**config.mk**
```make
export PLATFORM = sky130hd
export DESIGN_NAME = serial_adder
export DESIGN_NICKNAME = d
export VERILOG_FILES = /design/src/rtl/serial_adder.sv
export SDC_FILE = /design/constraint.sdc
export NUM_CORES = 1
export LEC_CHECK = 0
export BUFFER_PORTS_ARGS = -buffer_cell sky130_fd_sc_hd__buf_2
export CAP_MARGIN = 15
export CORE_MARGIN = 5
export CORE_UTILIZATION = 53
export CTS_CLUSTER_DIAMETER = 200
export DETAILED_ROUTE_END_ITERATION = 7
export GPL_TIMING_DRIVEN = 0
export PLACE_DENSITY = 0.77
export SYNTH_ARGS = -nofsm -noshare
export SYNTH_HDL_FRONTEND = slang
export SYNTH_HIERARCHICAL = 1
export SYNTH_SLANG_ARGS = --single-unit
```
**constraint.sdc**
```tcl
create_clock -name clk -period 1.9 [get_ports clk]
set_input_delay 0.38 -clock clk [delete_from_list [all_inputs] [get_ports clk]]
set_output_delay 0.38 -clock clk [all_outputs]
set_load 0.005 [all_outputs]
```
**src/rtl/serial_adder.sv**
```systemverilog
// Bit-serial unsigned adder: one full-adder cell (two Half_Adder instances)
// walks WIDTH-bit operands LSB first, carrying between bits in a flip-flop.

module Half_Adder (
   input  logic a,
   input  logic b,
   output logic s,
   output logic c
);
   assign s = a ^ b;
   assign c = a & b;
endmodule

module serial_adder #(
   parameter int unsigned WIDTH = 8
) (
   input  logic             clk,
   input  logic             rst_n,
   input  logic             start,
   input  logic [WIDTH-1:0] a,
   input  logic [WIDTH-1:0] b,
   output logic             busy,
   output logic             done,
   output logic [WIDTH-1:0] sum,
   output logic             ca
);

   localparam int unsigned CW = $clog2(WIDTH);
   localparam logic [CW-1:0] LAST_BIT = CW'(WIDTH - 1);

   typedef enum logic [1:0] {
      IDLE  = 2'd0,
      SHIFT = 2'd1,
      DONE  = 2'd2
   } state_t;

   state_t           state_q, state_d;
   logic [WIDTH-1:0] a_sh_q, a_sh_d;
   logic [WIDTH-1:0] b_sh_q, b_sh_d;
   logic [WIDTH-2:0] sum_sh_q, sum_sh_d;
   logic             carry_q, carry_d;
   logic [CW-1:0]    cnt_q, cnt_d;
   logic [WIDTH-1:0] sum_q, sum_d;
   logic             ca_q, ca_d;

   logic             s1, c1, c2;
   logic             bit_sum, bit_carry;
   logic [WIDTH-1:0] sum_full;

   Half_Adder u_ha1 (
      .a (a_sh_q[0]),
      .b (b_sh_q[0]),
      .s (s1),
      .c (c1)
   );

   Half_Adder u_ha2 (
      .a (s1),
      .b (carry_q),
      .s (bit_sum),
      .c (c2)
   );

   assign bit_carry = c1 | c2;

   // Only WIDTH-1 result bits need storing: the final bit comes straight from
   // the cell on the exit edge, so the full sum is {bit_sum, sum_sh_q}.
   assign sum_full = {bit_sum, sum_sh_q};

   always_comb begin
      state_d  = state_q;
      a_sh_d   = a_sh_q;
      b_sh_d   = b_sh_q;
      sum_sh_d = sum_sh_q;
      carry_d  = carry_q;
      cnt_d    = cnt_q;
      sum_d    = sum_q;
      ca_d     = ca_q;
      case (state_q)
         IDLE: begin
            if (start) begin
               a_sh_d   = a;
               b_sh_d   = b;
               sum_sh_d = '0;
               carry_d  = 1'b0;
               cnt_d    = '0;
               state_d  = SHIFT;
            end
         end
         SHIFT: begin
            a_sh_d   = a_sh_q >> 1;
            b_sh_d   = b_sh_q >> 1;
            sum_sh_d = sum_full[WIDTH-1:1];
            carry_d  = bit_carry;
            if (cnt_q == LAST_BIT) begin
               sum_d   = sum_full;
               ca_d    = bit_carry;
               cnt_d   = '0;
               state_d = DONE;
            end else begin
               cnt_d = cnt_q + 1'b1;
            end
         end
         DONE: begin
            state_d = IDLE;
         end
         default: begin
            state_d = IDLE;
         end
      endcase
   end

   always_ff @(posedge clk) begin
      if (!rst_n) begin
         state_q  <= IDLE;
         a_sh_q   <= '0;
         b_sh_q   <= '0;
         sum_sh_q <= '0;
         carry_q  <= 1'b0;
         cnt_q    <= '0;
         sum_q    <= '0;
         ca_q     <= 1'b0;
      end else begin
         state_q  <= state_d;
         a_sh_q   <= a_sh_d;
         b_sh_q   <= b_sh_d;
         sum_sh_q <= sum_sh_d;
         carry_q  <= carry_d;
         cnt_q    <= cnt_d;
         sum_q    <= sum_d;
         ca_q     <= ca_d;
      end
   end

   assign busy = (state_q != IDLE);
   assign done = (state_q == DONE);
   assign sum  = sum_q;
   assign ca   = ca_q;

endmodule

```
### After elaboration in Yosys (flattened, before gate mapping)

Index checks and enable logic that the tools add are counted.

* bits in registers: 38
* output and inout port bits: 11

* $add $sub $neg: 1
* eq/ne operators: 5
* muxes and demuxes: 14
* bitwise gates (word level): 5
* reductions and logical operators: 6

Operator list (count)
* $pmux W8 S2: 2
* $mux W8: 2
* $pmux W7 S2: 1
* $mux W7: 1
* $mux W3: 2
* $pmux W3 S2: 1
* $reduce_and A2 Y1: 3
* $mux W2: 2
* $ne A2 B2 Y1 const B: 2
* $pmux W2 S2: 1
* $reduce_bool A2 Y1: 2
* $add A3 B1 Y3 const B: 1
* $eq A3 B3 Y1 const B: 1
* $and A1 B1 Y1: 2
* $eq A2 B1 Y1 const B: 1
* $eq A2 B2 Y1 const B: 1
* $logic_not A2 Y1: 1
* $pmux W1 S2: 1
* $xor A1 B1 Y1: 2
* $mux W1: 1
* $or A1 B1 Y1: 1

### Logic depth before layout (Yosys ltp)

Gate-level depths: netlist of the first run.

* depth in word-level cells: 4
* depth in mapped cells: 6
* depth with buffers taken out: 5

### Modules after synthesis

Netlist of the first run, hierarchy kept.

By module, submodules not included
* serial_adder: times used 1, cells each 161, area an instance 1460.2 µm², sequential area each 760.7 µm²
* Half_Adder: times used 2, cells each 1, area an instance 12.5 µm², sequential area each 0.0 µm²

### Least setup slack after synthesis of the first run

No wires, ideal clock.

* path type: reg-to-reg
* start point: register cnt_q[0]
* end point: register ca_q, in the netlist ca
* setup time: 0.087 ns
* arrival time: 1.258 ns
* required time: 1.813 ns
* setup slack: 0.555 ns
* stages on the path, launching flop included: 7
* path buffers: 1
* cell sequence: dfxtp_1 > ha_1 > ha_1 > nand3b_2 > clkbuf_1 > nand3_1 > o31ai_1

* word-level cells in the longest chain between the ends: 2

RTL lines
* start, declared: RTL line 42 `logic [CW-1:0] cnt_q, cnt_d;`
* start signal, assigned: RTL line 129 `cnt_q <= cnt_d;`
* $eq A3 B3 Y1: RTL line 95 `if (cnt_q == LAST_BIT) begin`
* $reduce_and A2 Y1 (no line)
* end signal, assigned: RTL line 122 `ca_q <= 1'b0;`
* end signal, assigned: RTL line 131 `ca_q <= ca_d;`
* end, declared: RTL line 44 `logic ca_q, ca_d;`

No other way between the ends.
A chain may end at the register's enable or synchronous reset.

### Worst setup path in the final report of the first run

* start point: register state_q[1]
* end point: output busy

* word-level cells in the longest chain between the ends: 1

RTL lines
* start, declared: RTL line 37 `state_t state_q, state_d;`
* start signal, assigned: RTL line 124 `state_q <= state_d;`
* $reduce_bool A2 Y1: RTL line 135 `assign busy = (state_q != IDLE);`
* end, declared: RTL line 22 `output logic busy,`

No other way between the ends.

==> results of run 1 <==
## critical path: cells and delay by family (launching register included)
| family | cells | cell delay, ns |
|---|---|---|
| buf+inv | 4 | 0.56 |
| flops | 1 | 0.35 |
| simple gates | 1 | 0.15 |
## power by group
group | internal (mW) | switching (mW) | leakage, nW
Sequential | 0.837 | 0.0224 | 0.311
Combinational | 0.0706 | 0.0940 | 0.360
Clock | 0.179 | 0.255 | 0.0353
Total | 1.09 | 0.372 | 0.707
## stage by stage
| stage | total power, mW | hold WS, ns | area (sq um) | setup slack [ns] |
|---|---|---|---|---|
| global route | 1.54 | 0.259 | 1740 | 0.0249 |
| detailed placement | 1.04 | 0.449 | 1670 | 0.364 |
| CTS | 1.47 | 0.276 | 1730 | 0.0506 |
| finish | 1.46 | 0.291 | 1740 | 0.112 |
| floorplan | 0.984 | 0.436 | 1490 | 0.555 |
| global placement | 1.03 | 0.442 | 1670 | 0.388 |
## logic make-up (layout without fill, tap and decap cells)
kind of cell               count (synthesis)  in the layout
buffers and inverters                     16             53
and+or+nand+nor                           52             52
muxes                                      3              3
DFF                                       38             38
AOI/OAI and AO/OA                         50             50
adders and majority gates                  4              4
## cells in the final DEF (no fill, tap or decap), drive strengths merged
| cell type | synthesis | final |
|---|---|---|
| nand2 | 27 | 27 |
| nor2 | 7 | 7 |
| mux2i | 3 | 3 |
| o21ai | 12 | 12 |
| o32ai | 11 | 11 |
| nand2b | 1 | 1 |
| or3 | 1 | 1 |
| clkinv | 0 | 1 |
| nand3b | 1 | 1 |
| nand3 | 10 | 10 |
| a221oi | 2 | 2 |
| nor3b | 1 | 1 |
| a32oi | 1 | 1 |
| clkbuf | 7 | 15 |
| a21oi | 12 | 12 |
| o22ai | 9 | 9 |
| nor3 | 2 | 2 |
| inv | 3 | 3 |
| o31ai | 1 | 1 |
| o211ai | 2 | 2 |
| ha | 4 | 4 |
| nor2b | 1 | 1 |
| dfxtp | 38 | 38 |
| or4 | 1 | 1 |
| buf | 6 | 34 |
## layout make-up
class | count | area (sq um) | area share (%)
buffer | 13 | 73.8 | 4.25
inverter | 3 | 11.3 | 0.649
clock buffer | 7 | 55.1 | 3.17
tap | 31 | 38.8 | 2.24
sequential | 38 | 762 | 43.9
multi-input combinational | 109 | 644 | 37.1
clock inverter | 1 | 5.00 | 0.288
timing repair buffer | 29 | 145 | 8.36
## flip-flops by register name, indices dropped and copies added (netlist names)
signal / count
state_q: 2
cnt_q: 3
a_sh_q: 8
b_sh_q: 8
carry_q: 1
ca: 1
sum_sh_q: 7
sum: 8
## per-layer routing
metal / part of all wire, % / vias to the layer above
li1: - / 673
met1: 45 / 615
met2: 48 / 25
met3: 4.7 / 6
met4: 2.0 / 0
met5: 0 / -
## worst max path at each step
stage                from  endpoint  slack [ns]  cells past startpoint
6_report       state_q[1]      busy        0.11                      5
3_5_place_dp     cnt_q[0]        ca        0.36                      6
2_1_floorplan    cnt_q[0]        ca        0.56                      6
3_3_place_gp     cnt_q[0]        ca        0.39                      6
4_1_cts        state_q[1]      busy        0.05                      5
5_1_grt        state_q[1]      busy        0.02                      5
## timing repair
action	CTS	global route
gates resized for setup	0	3
setup endpoints to repair	0	1
endpoints found under the hold margin	0	0
hold buffers	0	0
==> results.sh, run 1 <==
export IMPL_status="complete, no violations"
export IMPL_ys_flop_type="dfxtp_1"
export IMPL_grt_use_total_pct=18.3
export IMPL_avgSynthCellArea_sq_um=9.11
export IMPL_drtPass1Iterations=4
export IMPL_portBuffers=29
export IMPL_rr_endpoint="ca"
export IMPL_period_share_pct=94.1
export IMPL_core_sq_um=2710
export IMPL_h_tree_depth=2
export IMPL_synth_top_area_share_pct=51.2
export IMPL_critPathKind="reg -> out"
export IMPL_grt_ovfl_total=0
export IMPL_r2r_setup_slack_ns=0.34
export IMPL_grt_use_met1_pct=20.5
export IMPL_crit_fanout=10
export IMPL_area_growth_pct=16.8
export IMPL_synth_top_family_by_area="compound AO/OA/AOI/OAI gates"
export IMPL_synth_area_sq_um=1490
export IMPL_die_area_sq_um=3960
export IMPL_clock_skew_ns=0.00473
export IMPL_critPathLaunchType="flop"
export IMPL_clk_pin_slew_ns=0.11
export IMPL_drv_slew=0
export IMPL_top_level_ports=30
export IMPL_vias_per_cell=5.71
export IMPL_place_gp_congestion=0.824
export IMPL_dp_cells=223
export IMPL_syn_nets=186
export IMPL_synth_top_cells_by_area="dfxtp_1 (51%), nand2_1 (6.8%), o32ai_1 (6.5%), a21oi_1 (4.0%), o21ai_0 (4.0%)"
export IMPL_fin_nets=222
export IMPL_row_count=19
export IMPL_max_freq_ghz=0.559
export IMPL_finalSetupTns_ns=0
export IMPL_critPathRequiredTime_ns=1.52
export IMPL_use_met3_pct=8.09
export IMPL_drtAntennaViolNets=0
export IMPL_cts_tree="yes"
export IMPL_synthMuxAreaShare_pct=2.02
export IMPL_hpwl_um=2450
export IMPL_yosysMostFrequentCell="dfxtp_1"
export IMPL_netlist_top_cells_count="dfxtp_1 (38), nand2_1 (27), a21oi_1 (12), o21ai_0 (12), o32ai_1 (11)"
export IMPL_cts_buffer_depth=2
export IMPL_clock_sinks=38
export IMPL_cts_made_buffers=5
export IMPL_tightest_slew_ns=0.501
export IMPL_r2r_start="cnt_q[0]"
export IMPL_relSlewSlack_pct=66.6
export IMPL_route_detailed_drc=0
export IMPL_crit_arrival_ns=1.41
export IMPL_p_per_area_nw_per_um2=841
export IMPL_grt_first_pass_wirelength_um=5620
export IMPL_wire_per_inst_um=14.6
export IMPL_synth_fa_ha_area_share_pct=3.37
export IMPL_drt_wl_total_um=3370
export IMPL_report_final_hold_viol_count=0
export IMPL_fillCellCount=251
export IMPL_ys_warn_count=6
export IMPL_grt_pass1_vias=1259
export IMPL_syn_inst=163
export IMPL_met2_usage_pct=29.2
export IMPL_drv_cap=0
export IMPL_post_cts_setup_buffer_count=0
export IMPL_rsz0062_at_grt="no"
export IMPL_drtIter0Drc=60
export IMPL_ys_seq_elements=38
export IMPL_hp_start="a[7]"
export IMPL_vias=1319
export IMPL_path_cells="clkbuf_4, nor2_2, inv_1, buf_6, buf_2"
export IMPL_cpMaxStageDelayCell="dfxtp_2"
export IMPL_endpoint_kind="output pin"
export IMPL_grt_max_degree=12
export IMPL_start_util_pct=54.8
export IMPL_utilization_pct=64.0
export IMPL_drive_above_1_share_pct=23.5
export IMPL_synth_cell_type_count=27
export IMPL_synth_edf_count=0
export IMPL_hold_class="in -> reg"
export IMPL_die_w_um=62.9
export IMPL_antenna_found_initial=0
export IMPL_synthSimpleGateAreaFrac_pct=16.2
export IMPL_die_y_um=62.9
export IMPL_synth_compound_area_share_pct=21.7
export IMPL_setup_viol=0
export IMPL_cp_slowest_stage_delay_ns=0.35
export IMPL_min_to="a_sh_q[7]"
export IMPL_ys_seq_area_share_pct=51.2
export IMPL_clkLatencyLatePin_ns=0.34
export IMPL_peakVddDrop_mv=0.868
export IMPL_final_cells=231
export IMPL_reg2regPathDepth=6
export IMPL_cts_root_buf="clkbuf_4"
export IMPL_grt_busiest_layer="met2"
export IMPL_yosys_area_top_type="dfxtp_1"
export IMPL_synth_xor_area_share_pct=0
export IMPL_fin_crit_ns=1.79
export IMPL_holdPathStages=3
export IMPL_synth_async_reset_ratio_pct=0
export IMPL_diodes=0
export IMPL_p_leak_nw=0.707
(Power assumes the default switching activity.)
==> inputs of run 2 (changes only) <==
--- a/config.mk
+++ b/config.mk
@@ -8,11 +8,11 @@
 export BUFFER_PORTS_ARGS = -buffer_cell sky130_fd_sc_hd__buf_2
 export CAP_MARGIN = 15
 export CORE_MARGIN = 5
-export CORE_UTILIZATION = 53
+export CORE_UTILIZATION = 50
 export CTS_CLUSTER_DIAMETER = 200
 export DETAILED_ROUTE_END_ITERATION = 7
 export GPL_TIMING_DRIVEN = 0
-export PLACE_DENSITY = 0.77
+export PLACE_DENSITY = 0.74
 export SYNTH_ARGS = -nofsm -noshare
 export SYNTH_HDL_FRONTEND = slang
 export SYNTH_HIERARCHICAL = 1
==> run 2 against run 1 <==
Register-to-register slack worse by 0.07 ns. Combinational power barely moved. Non-clock buffer count unchanged. Largest power group unchanged. Global-route usage fell by 1.2 points. Sequential cell count stayed put. Critical path depth stayed put.
==> results.sh, run 2 (synthesis gave the netlist of run 1 again) <==
export IMPL_status="complete, no violations"
export IMPL_die_y_um=64.5
export IMPL_wire_per_inst_um=14.3
export IMPL_crit_fanout=10
export IMPL_fin_crit_ns=1.80
export IMPL_start_util_pct=52.9
export IMPL_path_cells="clkbuf_4, nor2_2, inv_1, buf_6, buf_2"
export IMPL_critPathKind="reg -> out"
export IMPL_regArea_sq_um=761
export IMPL_clk_pin_slew_ns=0.10
export IMPL_cp_num_buf_inv=4
export IMPL_rsz0062_at_grt="no"
export IMPL_cts_made_buffers=5
export IMPL_final_common_cell="dfxtp_1"
export IMPL_final_cells=230
export IMPL_grt_first_pass_wirelength_um=5580
export IMPL_tightest_slew_ns=0.481
export IMPL_cp_slowest_stage_delay_ns=0.34
export IMPL_hp_start="a[7]"
export IMPL_crit_family="buffers and inverters"
export IMPL_h_tree_depth=2
export IMPL_diodes=0
export IMPL_core_sq_um=2810
export IMPL_fin_nets=222
export IMPL_fillCellCount=253
export IMPL_drtPass1Iterations=4
export IMPL_crit_arrival_ns=1.42
export IMPL_drtIter0Drc=86
export IMPL_cts_hold_buf=0
export IMPL_grt_pass1_vias=1244
export IMPL_p_per_area_nw_per_um2=816
export IMPL_clock_sinks=38
export IMPL_cpMaxStageDelayCell="dfxtp_1"
export IMPL_worstSetupStartpoint="state_q[1]"
export IMPL_p_leak_nw=0.696
export IMPL_grt_use_total_pct=17.0
export IMPL_vias_per_cell=5.60
export IMPL_row_count=19
export IMPL_fin_ws_ns=0.0950
export IMPL_hpwl_um=2400
export IMPL_period_share_pct=95.0
export IMPL_clock_skew_ns=0.00297
export IMPL_max_freq_ghz=0.554
export IMPL_hold_class="in -> reg"
export IMPL_cts_tree="yes"
export IMPL_grt_max_degree=11
export IMPL_route_detailed_drc=0
export IMPL_report_final_hold_viol_count=0
export IMPL_finalPower_mw=1.40
export IMPL_pre_cts_slack_ns=0.303
export IMPL_endpoint_kind="output pin"
export IMPL_drv_cap=0
export IMPL_cts_resized=0
export IMPL_die_area_sq_um=4160
export IMPL_clkLatencyLatePin_ns=0.33
export IMPL_relSlewSlack_pct=68.0
export IMPL_vias=1289
export IMPL_place_gp_congestion=0.771
export IMPL_multi_input_area_sq_um=644
export IMPL_grt_ovfl_total=0
export IMPL_holdWs_ns=0.303
export IMPL_cts_root_buf="clkbuf_4"
export IMPL_drive_above_1_share_pct=22.1
export IMPL_antenna_found_initial=0
export IMPL_critPathLaunchType="flop"
export IMPL_die_w_um=64.5
export IMPL_critPathRequiredTime_ns=1.52
export IMPL_drv_slew=0
export IMPL_cts_buffer_depth=2
export IMPL_area_growth_pct=15.8
export IMPL_setup_viol=0
export IMPL_drtAntennaViolNets=0
export IMPL_peakVddDrop_mv=0.452
export IMPL_drt_wl_total_um=3290
export IMPL_dp_cells=223
export IMPL_post_cts_setup_buffer_count=0
export IMPL_finalSetupTns_ns=0
export IMPL_top_level_ports=30
export IMPL_r2r_start="cnt_q[0]"
export IMPL_final_cell_mix="dfxtp_1 (38), buf_2 (31), nand2_1 (27)"
export IMPL_portBuffers=29
[run 2: changes by cell type in the layout (fill, tap and decap cells not counted), sizes merged]
| cell | previous run | this run |
|---|---|---|
| clkinv | 1 | 0 |
[run 2: area by class of cell]
class / instances / share of cell area [%]
tap: 31 / 2.26
multi-input combinational: 109 / 37.5
clock buffer: 7 / 2.62
buffer: 13 / 4.29
sequential: 38 / 44.3
inverter: 3 / 0.655
timing repair buffer: 29 / 8.44
[run 2: worst paths after layout]
kind,cells past startpoint,slack (ns),end
min,3,0.30,a_sh_q[7]
min reg2reg,2,0.47,b_sh_q[1]
max reg2reg,5,0.27,sum[0]
max,5,0.1,busy
[run 2: worst register-to-register path, cell delays in order (launching register included)]
cell and delay, ns:
dfxtp_1 0.34, ha_1 0.19, ha_1 0.22, nand3b_2 0.22
clkbuf_1 0.36, o21ai_0 0.17
[run 2: stage by stage]
| step | util (%) | cell area [sq um] |
|---|---|---|
| finish | 61.3 | 1720 |
| detailed placement | 59.5 | 1670 |
| CTS | 61.1 | 1710 |
| global route | 61.3 | 1720 |
| global placement | 59.5 | 1670 |
| floorplan | - | 1490 |
[run 2: power breakdown]
part	internal (mW)	switching, mW	total [mW]
sequential	0.837	0.0221	0.859
clock	0.140	0.241	0.380
combinational	0.0704	0.0923	0.163
[run 2: routing by layer]
metal	vias to the layer above	part of all wire [%]	global-route usage (%)
li1	664	-	-
met1	590	48	21.8
met2	28	46	27.4
met3	7	4.7	4.66
met4	0	1.3	6.60
met5	-	0	0
